==> src/rtl/button_pkg.sv <==
// Shared LED mode encoding and the mode successor used by the button-driven LED sequencer.
package button_pkg;

  typedef enum logic [1:0] {
    MODE_OFF  = 2'd0,
    MODE_ON   = 2'd1,
    MODE_SLOW = 2'd2,
    MODE_FAST = 2'd3
  } mode_e;

  // Short presses walk the modes in a ring: OFF -> ON -> SLOW -> FAST -> OFF.
  function automatic mode_e next_mode(input mode_e cur);
    mode_e nxt;
    unique case (cur)
      MODE_OFF:  nxt = MODE_ON;
      MODE_ON:   nxt = MODE_SLOW;
      MODE_SLOW: nxt = MODE_FAST;
      MODE_FAST: nxt = MODE_OFF;
    endcase
    return nxt;
  endfunction

endpackage

==> src/rtl/button_debounce.sv <==
// Two-flop synchroniser plus hold-time debouncer for a raw push-button level.
// rise/fall flag the cycle in which the debounced level is about to flip.
module button_debounce #(
  parameter int unsigned DEBOUNCE_CYCLES = 120000
) (
  input  logic clk,
  input  logic rst,
  input  logic switch,
  output logic level,
  output logic rise,
  output logic fall
);

  localparam int unsigned CNT_W = $clog2(DEBOUNCE_CYCLES);
  localparam logic [CNT_W-1:0] CNT_LAST = CNT_W'(DEBOUNCE_CYCLES - 1);

  logic             sync_meta_q;
  logic             sync_q;
  logic             level_q;
  logic [CNT_W-1:0] cnt_q;
  logic             settled;

  // The new level has been stable long enough; it is taken on the next edge.
  assign settled = (sync_q != level_q) && (cnt_q == CNT_LAST);
  assign rise    = settled & sync_q;
  assign fall    = settled & ~sync_q;
  assign level   = level_q;

  always_ff @(posedge clk or posedge rst) begin
    if (rst) begin
      sync_meta_q <= 1'b0;
      sync_q      <= 1'b0;
      level_q     <= 1'b0;
      cnt_q       <= '0;
    end else begin
      sync_meta_q <= switch;
      sync_q      <= sync_meta_q;
      if (sync_q == level_q) begin
        cnt_q <= '0;
      end else if (settled) begin
        level_q <= sync_q;
        cnt_q   <= '0;
      end else begin
        cnt_q <= cnt_q + 1'b1;
      end
    end
  end

endmodule

==> src/rtl/button_led_ctrl.sv <==
// Push-button LED sequencer: short presses step OFF/ON/SLOW/FAST, a long press forces OFF.
// All outputs are registered; pulses are high while the new mode is already visible.
module button_led_ctrl
  import button_pkg::*;
#(
  parameter int unsigned DEBOUNCE_CYCLES   = 120000,
  parameter int unsigned LONG_PRESS_CYCLES = 12000000,
  parameter int unsigned SLOW_HALF_CYCLES  = 6000000,
  parameter int unsigned FAST_HALF_CYCLES  = 1500000
) (
  input  logic       clk,
  input  logic       rst,
  input  logic       switch,
  output logic       led,
  output logic [1:0] mode,
  output logic       short_press,
  output logic       long_press
);

  localparam int unsigned HOLD_W = $clog2(LONG_PRESS_CYCLES + 1);
  localparam logic [HOLD_W-1:0] HOLD_MAX  = HOLD_W'(LONG_PRESS_CYCLES);
  localparam logic [HOLD_W-1:0] HOLD_LAST = HOLD_W'(LONG_PRESS_CYCLES - 1);

  localparam int unsigned BLINK_HALF_MAX =
      (SLOW_HALF_CYCLES > FAST_HALF_CYCLES) ? SLOW_HALF_CYCLES : FAST_HALF_CYCLES;
  localparam int unsigned BLINK_W = $clog2(BLINK_HALF_MAX);
  localparam logic [BLINK_W-1:0] SLOW_LAST = BLINK_W'(SLOW_HALF_CYCLES - 1);
  localparam logic [BLINK_W-1:0] FAST_LAST = BLINK_W'(FAST_HALF_CYCLES - 1);

  logic               level;
  logic               rise;
  logic               fall;

  logic [HOLD_W-1:0]  hold_q;
  logic [BLINK_W-1:0] blink_q;
  logic               long_seen_q;
  mode_e              mode_q;
  logic               led_q;
  logic               short_q;
  logic               long_q;

  logic               long_hit;
  logic               short_hit;
  logic               mode_chg;
  mode_e              mode_nxt;
  logic               blink_last;
  logic               blinking;

  button_debounce #(
    .DEBOUNCE_CYCLES(DEBOUNCE_CYCLES)
  ) u_debounce (
    .clk   (clk),
    .rst   (rst),
    .switch(switch),
    .level (level),
    .rise  (rise),
    .fall  (fall)
  );

  always_comb begin
    long_hit   = level && (hold_q == HOLD_LAST);
    // A release landing on the long-press cycle still counts as the long press.
    short_hit  = fall && !long_seen_q && !long_hit;
    mode_chg   = long_hit || short_hit;
    mode_nxt   = long_hit ? MODE_OFF : next_mode(mode_q);
    blinking   = (mode_q == MODE_SLOW) || (mode_q == MODE_FAST);
    blink_last = (mode_q == MODE_SLOW) ? (blink_q == SLOW_LAST) : (blink_q == FAST_LAST);
  end

  always_ff @(posedge clk or posedge rst) begin
    if (rst) begin
      hold_q <= '0;
    end else if (rise) begin
      hold_q <= '0;
    end else if (level && (hold_q != HOLD_MAX)) begin
      hold_q <= hold_q + 1'b1;
    end
  end

  always_ff @(posedge clk or posedge rst) begin
    if (rst) begin
      mode_q      <= MODE_OFF;
      led_q       <= 1'b0;
      blink_q     <= '0;
      short_q     <= 1'b0;
      long_q      <= 1'b0;
      long_seen_q <= 1'b0;
    end else begin
      short_q <= short_hit;
      long_q  <= long_hit;

      if (long_hit) begin
        long_seen_q <= ~fall;
      end else if (fall) begin
        long_seen_q <= 1'b0;
      end

      if (mode_chg) begin
        mode_q  <= mode_nxt;
        blink_q <= '0;
        led_q   <= (mode_nxt != MODE_OFF);
      end else if (blinking) begin
        if (blink_last) begin
          blink_q <= '0;
          led_q   <= ~led_q;
        end else begin
          blink_q <= blink_q + 1'b1;
        end
      end
    end
  end

  assign led         = led_q;
  assign mode        = mode_q;
  assign short_press = short_q;
  assign long_press  = long_q;

endmodule

==> config.mk <==
export PLATFORM = sky130hd
export DESIGN_NAME = button_led_ctrl
export DESIGN_NICKNAME = d
export VERILOG_FILES = /design/src/rtl/button_pkg.sv /design/src/rtl/button_debounce.sv /design/src/rtl/button_led_ctrl.sv
export SDC_FILE = /design/constraint.sdc
export NUM_CORES = 1
export LEC_CHECK = 0
export BUFFER_PORTS_ARGS = -buffer_cell sky130_fd_sc_hd__buf_2
export CAP_MARGIN = 20
export CORE_MARGIN = 1.5
export CORE_UTILIZATION = 50
export CTS_CLUSTER_SIZE = 40
export DETAILED_ROUTE_END_ITERATION = 10
export GPL_TIMING_DRIVEN = 0
export HOLD_SLACK_MARGIN = 0.08
export PLACE_DENSITY = 0.66
export SLEW_MARGIN = 20
export SYNTH_ARGS = -nofsm -noshare
export SYNTH_HDL_FRONTEND = slang
export SYNTH_SLANG_ARGS = --single-unit
==> constraint.sdc <==
create_clock -name clk -period 2.7 [get_ports clk]
set_clock_uncertainty 0.15 [all_clocks]
set_input_delay 0 -clock clk [delete_from_list [all_inputs] [get_ports clk]]
set_output_delay 0 -clock clk [all_outputs]
set_load 0.02 [all_outputs]
==> out/qor.csv, run 1 <==
metric;value;unit
outcome;finished clean;
cts-htree-levels;3;
grt_use_total;21.0;%
cts_buffer_depth;2;
critPathKind;register to register;
crit_slowest_cell;or4_1;
area_growth_syn_to_layout;11.1;%
rrSetupSlack;0.12;ns
fp.dieH;91.2;µm
vias;3034;
rr_endpoint;blink_q[9];
crit_path_start_kind;register;
cts_root_buf;clkbuf_8;
finalHoldViolCount;0;
synth_cell_types;51;
cts_sinks;73;
path_common_cell;buf_6;
nets;449;
power_density;469;nW/µm²
critical_path.top_delay_family;simple AND/OR/NAND/NOR gates;
grt_pass1_wl;14000;µm
worst-r2r-cell-count;9;
r2r-start;hold_q[0];
register_area;1830;µm²
syn_nets;428;
setup_viol;0;
synthCells;418;
overflow;0;
path_clk_slew;0.09;ns
synth-async-reset-ratio;100;%
slowest_delay;0.46;ns
first_pass_iters;4;
drtIter0Drc;155;
internal_power;0.00154;W
die_area;8320;µm²
routed_via_density;5.59;
maxSlewViolCount;0;
rsz0062_at_grt;false;
tns;0;ns
required;2.85;ns
worst-path-buf-inv;2;
num_io_pins;8;
first_global_vias;2900;
comb_power_share;2.1;%
n_antenna_cell;0;
final_antenna_net_count;0;
tightestPinTransition;0.771;ns
design.core.area;7410;µm²
synth_ff_type;dfrtp_1;
synth_top_cell_area_share;47.0;%
synth_seq_area_share;47.0;%
max_cap_violations;0;
route.detailed.drc;0;
worstSkewPairLatency;0.36;ns
fin_area;4320;µm²
p_sw_share;23.9;%
synth-edff-count;0;
fmax;388;MHz
start_util;52.5;%
hold_depth;2;
hp-start;switch;
yosysTopAreaCell;dfrtp_1;
multi_input_area;1890;µm²
syn-cell-area;3890;µm²
dpl_cell_area;4080;µm²
port_buffers;7;
crit_fanout;10;
net-switching-power;0.000484;W
hold_end;u_debounce.sync_meta_q;
period_minus_slack;2.58;ns
drive_above_1_share;10.8;%
fin_crit_sh;95.5;%
tritoncts;done;
netlist_top_cells_area;dfrtp_1 (47%), nor2_1 (5.3%), xnor2_1 (4.1%), xor2_1 (3.4%), nand2_1 (3.2%);
crit_chain;ha_1 -> and3_1 -> buf_6 -> nand4b_4 -> a2bb2o_4 -> or3b_4 -> buf_6 -> or4_1 -> nand3_1;
die_w;91.2;µm
yosys_warnings;0;
hp-class;input pin to register;
wl_per_cell;14.6;µm
end_kind;register;
wl;7910;µm
startpoint;hold_q[0];
syn_area_per_cell;9.31;µm²
power_frac_clock;43.5;%
pwr-share-seq;54.4;%
place.gp.congestion;0.803;
cts_buffers;9;
ys_ff_latch;73;
p_leak;1.87;nW
fillers;648;
grt_max_degree;50;
rows;31;
final_cell_mix;dfrtp_1 (73), nor2_1 (55), nand2_1 (33);
vdd_drop_max;256;µV
cp.arrival;2.72;ns
final_common_cell;dfrtp_1;
antenna_found_initial;0;
hpwl;5540;µm
timing.slew.headroom;48.2;%
[logic make-up (layout without fill, tap and decap cells)]
group	Yosys count	in the layout	synth area share, %
xor gates and xnor gates	33	33	7.43
AOI/OAI and AO/OA	64	64	10.4
buffers and inverters	40	66	4.73
DFF	73	73	47.0
muxes	2	2	0.579
and+or+nand+nor	199	199	27.7
adders and majority gates	7	7	2.25
[metal layers]
layer  vias up  global-route usage [%]  share of wire, %
li1       1502                       -                 -
met1      1463                    29.7                48
met2        57                    32.3                47
met3        12                    3.77               3.3
met4         0                    7.42               1.6
met5         -                       0                 0
[stage by stage]
step                hold WS [ns]  std cells  worst slack [ns]  total power, W  util, %
finish                     0.134        543             0.121         0.00203     58.3
global route               0.136        543           0.00208         0.00210     58.3
CTS                        0.132        544            0.0603         0.00204     58.2
detailed placement        -0.145        525           -0.0199         0.00117     55.1
global placement         -0.0398        524            -0.284         0.00116     54.7
floorplan                 -0.119        418             0.182         0.00115        -
[power groups by stage]
stage               Sequential, W  Clock [W]  Combinational [W]
floorplan                 0.00112          0          0.0000253
global placement          0.00112          0          0.0000355
detailed placement        0.00112          0          0.0000417
CTS                       0.00110   0.000898          0.0000449
global route              0.00110   0.000943          0.0000520
finish                    0.00110   0.000882          0.0000429
[worst max-delay path by stage]
| stage | endpoint | slack (ns) | cells past startpoint |
|---|---|---|---|
| 6_report | blink_q[9] | 0.12 | 9 |
| 5_1_grt | blink_q[6] | 0.002 | 9 |
| 4_1_cts | hold_q[6] | 0.06 | 8 |
| 3_5_place_dp | blink_q[16] | -0.02 | 9 |
| 3_3_place_gp | blink_q[3] | -0.28 | 2 |
| 2_1_floorplan | blink_q[9] | 0.18 | 10 |
[flip-flops by register name (all words and copies together), names as in the netlist]
register,cells
blink_q,23
hold_q,24
led,1
long_press,1
long_seen_q,1
mode,2
short_press,1
u_debounce.cnt_q,17
u_debounce.level,1
u_debounce.sync_meta_q,1
u_debounce.sync_q,1
[final cells by class]
| cell class | count | area share, % |
|---|---|---|
| multi-input combinational | 305 | 43.7 |
| clock buffer | 9 | 2.87 |
| timing repair buffer | 11 | 2.14 |
| buffer | 13 | 2.03 |
| inverter | 26 | 2.32 |
| sequential | 73 | 42.3 |
| tap | 99 | 2.87 |
| clock inverter | 7 | 1.77 |
[synthesized netlist by cell type, types with 2 or more instances]
cell type and instances:
and3_1 14, a22o_1 3, buf_6 4, o21ai_1 3, a21oi_1 22, mux2_2 2, nor4b_1 4, nor4_1 2
or4_1 2, inv_1 26, nor2_1 55, nand3_1 22, o41ai_1 2, o21ai_0 16, xor2_1 15, xnor2_1 18
clkbuf_1 7, a21o_1 5, and2_1 4, dfrtp_1 73, a221o_1 2, o21a_1 3, nor3b_1 2, and4_1 4
nand2_1 33, ha_1 7, nor3_1 11, nand4_1 14, or3_1 16, buf_2 3, nor2b_1 4
[worst register-to-register path: stages, from the launching register on]
cell,delay (ns)
dfrtp_1,0.41
ha_1,0.22
and3_1,0.19
buf_6,0.13
nand4b_4,0.11
a2bb2o_4,0.24
or3b_4,0.37
buf_6,0.15
or4_1,0.46
nand3_1,0.10
[repair_timing]
item,in CTS,in global routing
resized for setup,1,8
hold buffers,3,0
endpoints found under the setup margin,5,45
endpoints found under the hold margin,74,0
buffers inserted,0,0
Power figures use the tool's default switching activity.
==> inputs of run 2 (changes only) <==
CORE_UTILIZATION = 30   (was 50)
PLACE_DENSITY = default   (was 0.66)
TNS_END_PERCENT = 10   (was default)
==> out/qor.csv, run 2 (synthesized netlist as in run 1, its figures left out) <==
metric;value;unit
outcome;finished clean;
drtIter0Drc;93;
final_cell_mix;dfrtp_1 (73), nor2_1 (55), nand2_1 (33);
r2r-start;hold_q[0];
drive_above_1_share;10.8;%
vias;3051;
cts_buffer_depth;2;
critPathKind;register to register;
worstSkewPairLatency;0.33;ns
reg_top3;hold_q: 24 flops, blink_q: 23 flops, u_debounce.cnt_q: 17 flops;
fin_crit_sh;95.4;%
cts-htree-levels;3;
required;2.81;ns
final_antenna_net_count;0;
hold_end;u_debounce.sync_meta_q;
hold_depth;2;
route.detailed.drc;0;
final_common_cell;dfrtp_1;
grt_use_total;13.2;%
n_antenna_cell;0;
hpwl;5600;µm
tritoncts;done;
largest_register_ffs;24;
tns;0;ns
die_w;117;µm
overflow;0;
wl;7980;µm
maxSlewViolCount;0;
p_leak;1.94;nW
crit_path_start_kind;register;
crit_fanout;10;
first_global_vias;3031;
grt_pass1_wl;14400;µm
timing.slew.headroom;52.3;%
fin_area;4560;µm²
design.core.area;12600;µm²
finalHoldViolCount;0;
rows;41;
rrSetupSlack;0.12;ns
num_io_pins;8;
vdd_drop_max;406;µV
first_pass_iters;4;
routed_via_density;4.95;
post_cts_buffers;0;
top_register;hold_q;
fillers;1311;
fmax;388;MHz
cts_root_buf;clkbuf_16;
die_area;13700;µm²
period_minus_slack;2.58;ns
cp.arrival;2.69;ns
area_growth_syn_to_layout;17.2;%
port_buffers;7;
tightestPinTransition;0.710;ns
nets;449;
dpl_cell_area;4170;µm²
path_clk_slew;0.06;ns
fp.dieH;117;µm
power_density;552;nW/µm²
rr_endpoint;blink_q[9];
antenna_found_initial;0;
max_cap_violations;0;
end_kind;register;
cts_sinks;73;
setup_viol;0;
grt_max_degree;56;
cts_buffers;9;
hp-start;switch;
rsz0062_at_grt;false;
hp-class;input pin to register;
place.gp.congestion;0.842;
wl_per_cell;13.0;µm
worst-r2r-cell-count;9;
start_util;30.8;%
## run 2: cell types whose count changed in the layout (fill, tap and decap cells not counted), sizes merged
cell / before / now
clkinv: 2 / 1
bufinv: 1 / 3
clkinvlp: 2 / 1
clkbuf: 15 / 17
inv: 28 / 26
## run 2: stage by stage
step	instances	hold WS [ns]	total power (W)	worst slack, ns	util, %
after floorplan	418	-0.119	0.00115	0.182	-
after detailed placement	598	-0.181	0.00117	-0.111	33.0
after CTS	617	0.156	0.00255	0.00602	36.1
after global placement	597	-0.0301	0.00116	-0.258	32.8
final	616	0.171	0.00252	0.123	36.1
after global routing	616	0.175	0.00260	0.0147	36.1
## run 2: worst max path at each step
stage | from | cells past startpoint | end | slack (ns)
CTS | mode[0] | 10 | blink_q[6] | 0.006
detailed placement | hold_q[0] | 9 | blink_q[22] | -0.11
global placement | rst | 2 | u_debounce.cnt_q[10] | -0.26
finish | hold_q[0] | 9 | blink_q[9] | 0.12
floorplan | mode[0] | 10 | blink_q[9] | 0.18
global route | blink_q[12] | 7 | blink_q[6] | 0.01
## run 2: routing by layer
layer / wire [µm] / vias to the layer above / GRT usage [%] / share of wire, %
met5: 0 / - / 0 / 0
met4: 125 / 0 / 4.26 / 1.6
met3: 265 / 12 / 2.88 / 3.3
met2: 3750 / 46 / 21.4 / 47
met1: 3840 / 1491 / 17.6 / 48
li1: - / 1502 / - / -
## run 2: critical path: stages (launching register included)
cell and delay, ns:
dfrtp_1 0.40, ha_1 0.21, and3_1 0.19, buf_6 0.14
nand4b_4 0.11, a2bb2o_4 0.23, or3b_4 0.37, buf_6 0.15
or4_1 0.46, nand3_1 0.09
## run 2: final cells by class
class                           instances  area, µm²  area share (%)
Buffer                                 13       87.6            1.92
Clock buffer                           11        243            5.32
Clock inverter                          5        103            2.25
Inverter                               26        100            2.19
Multi-Input combinational cell        305       1890            41.5
Sequential cell                        73       1830            40.1
Tap cell                              172        215            4.72
Timing Repair Buffer                   11       92.6            2.03
## run 2: what timing repair did
| item | 4_1_cts | 5_1_grt |
|---|---|---|
| endpoints found under the hold margin | 74 | 0 |
| hold buffers | 3 | 0 |
| gates resized for setup | 1 | 10 |
| setup endpoints to repair | 6 | 44 |
## run 2: power breakdown
group | leakage, nW | internal, W | switching [W]
logic | 0.756 | 0.0000127 | 0.0000308
registers | 1.01 | 0.00110 | 0.00000451
clock network | 0.166 | 0.000926 | 0.000442
total | 1.94 | 0.00204 | 0.000477
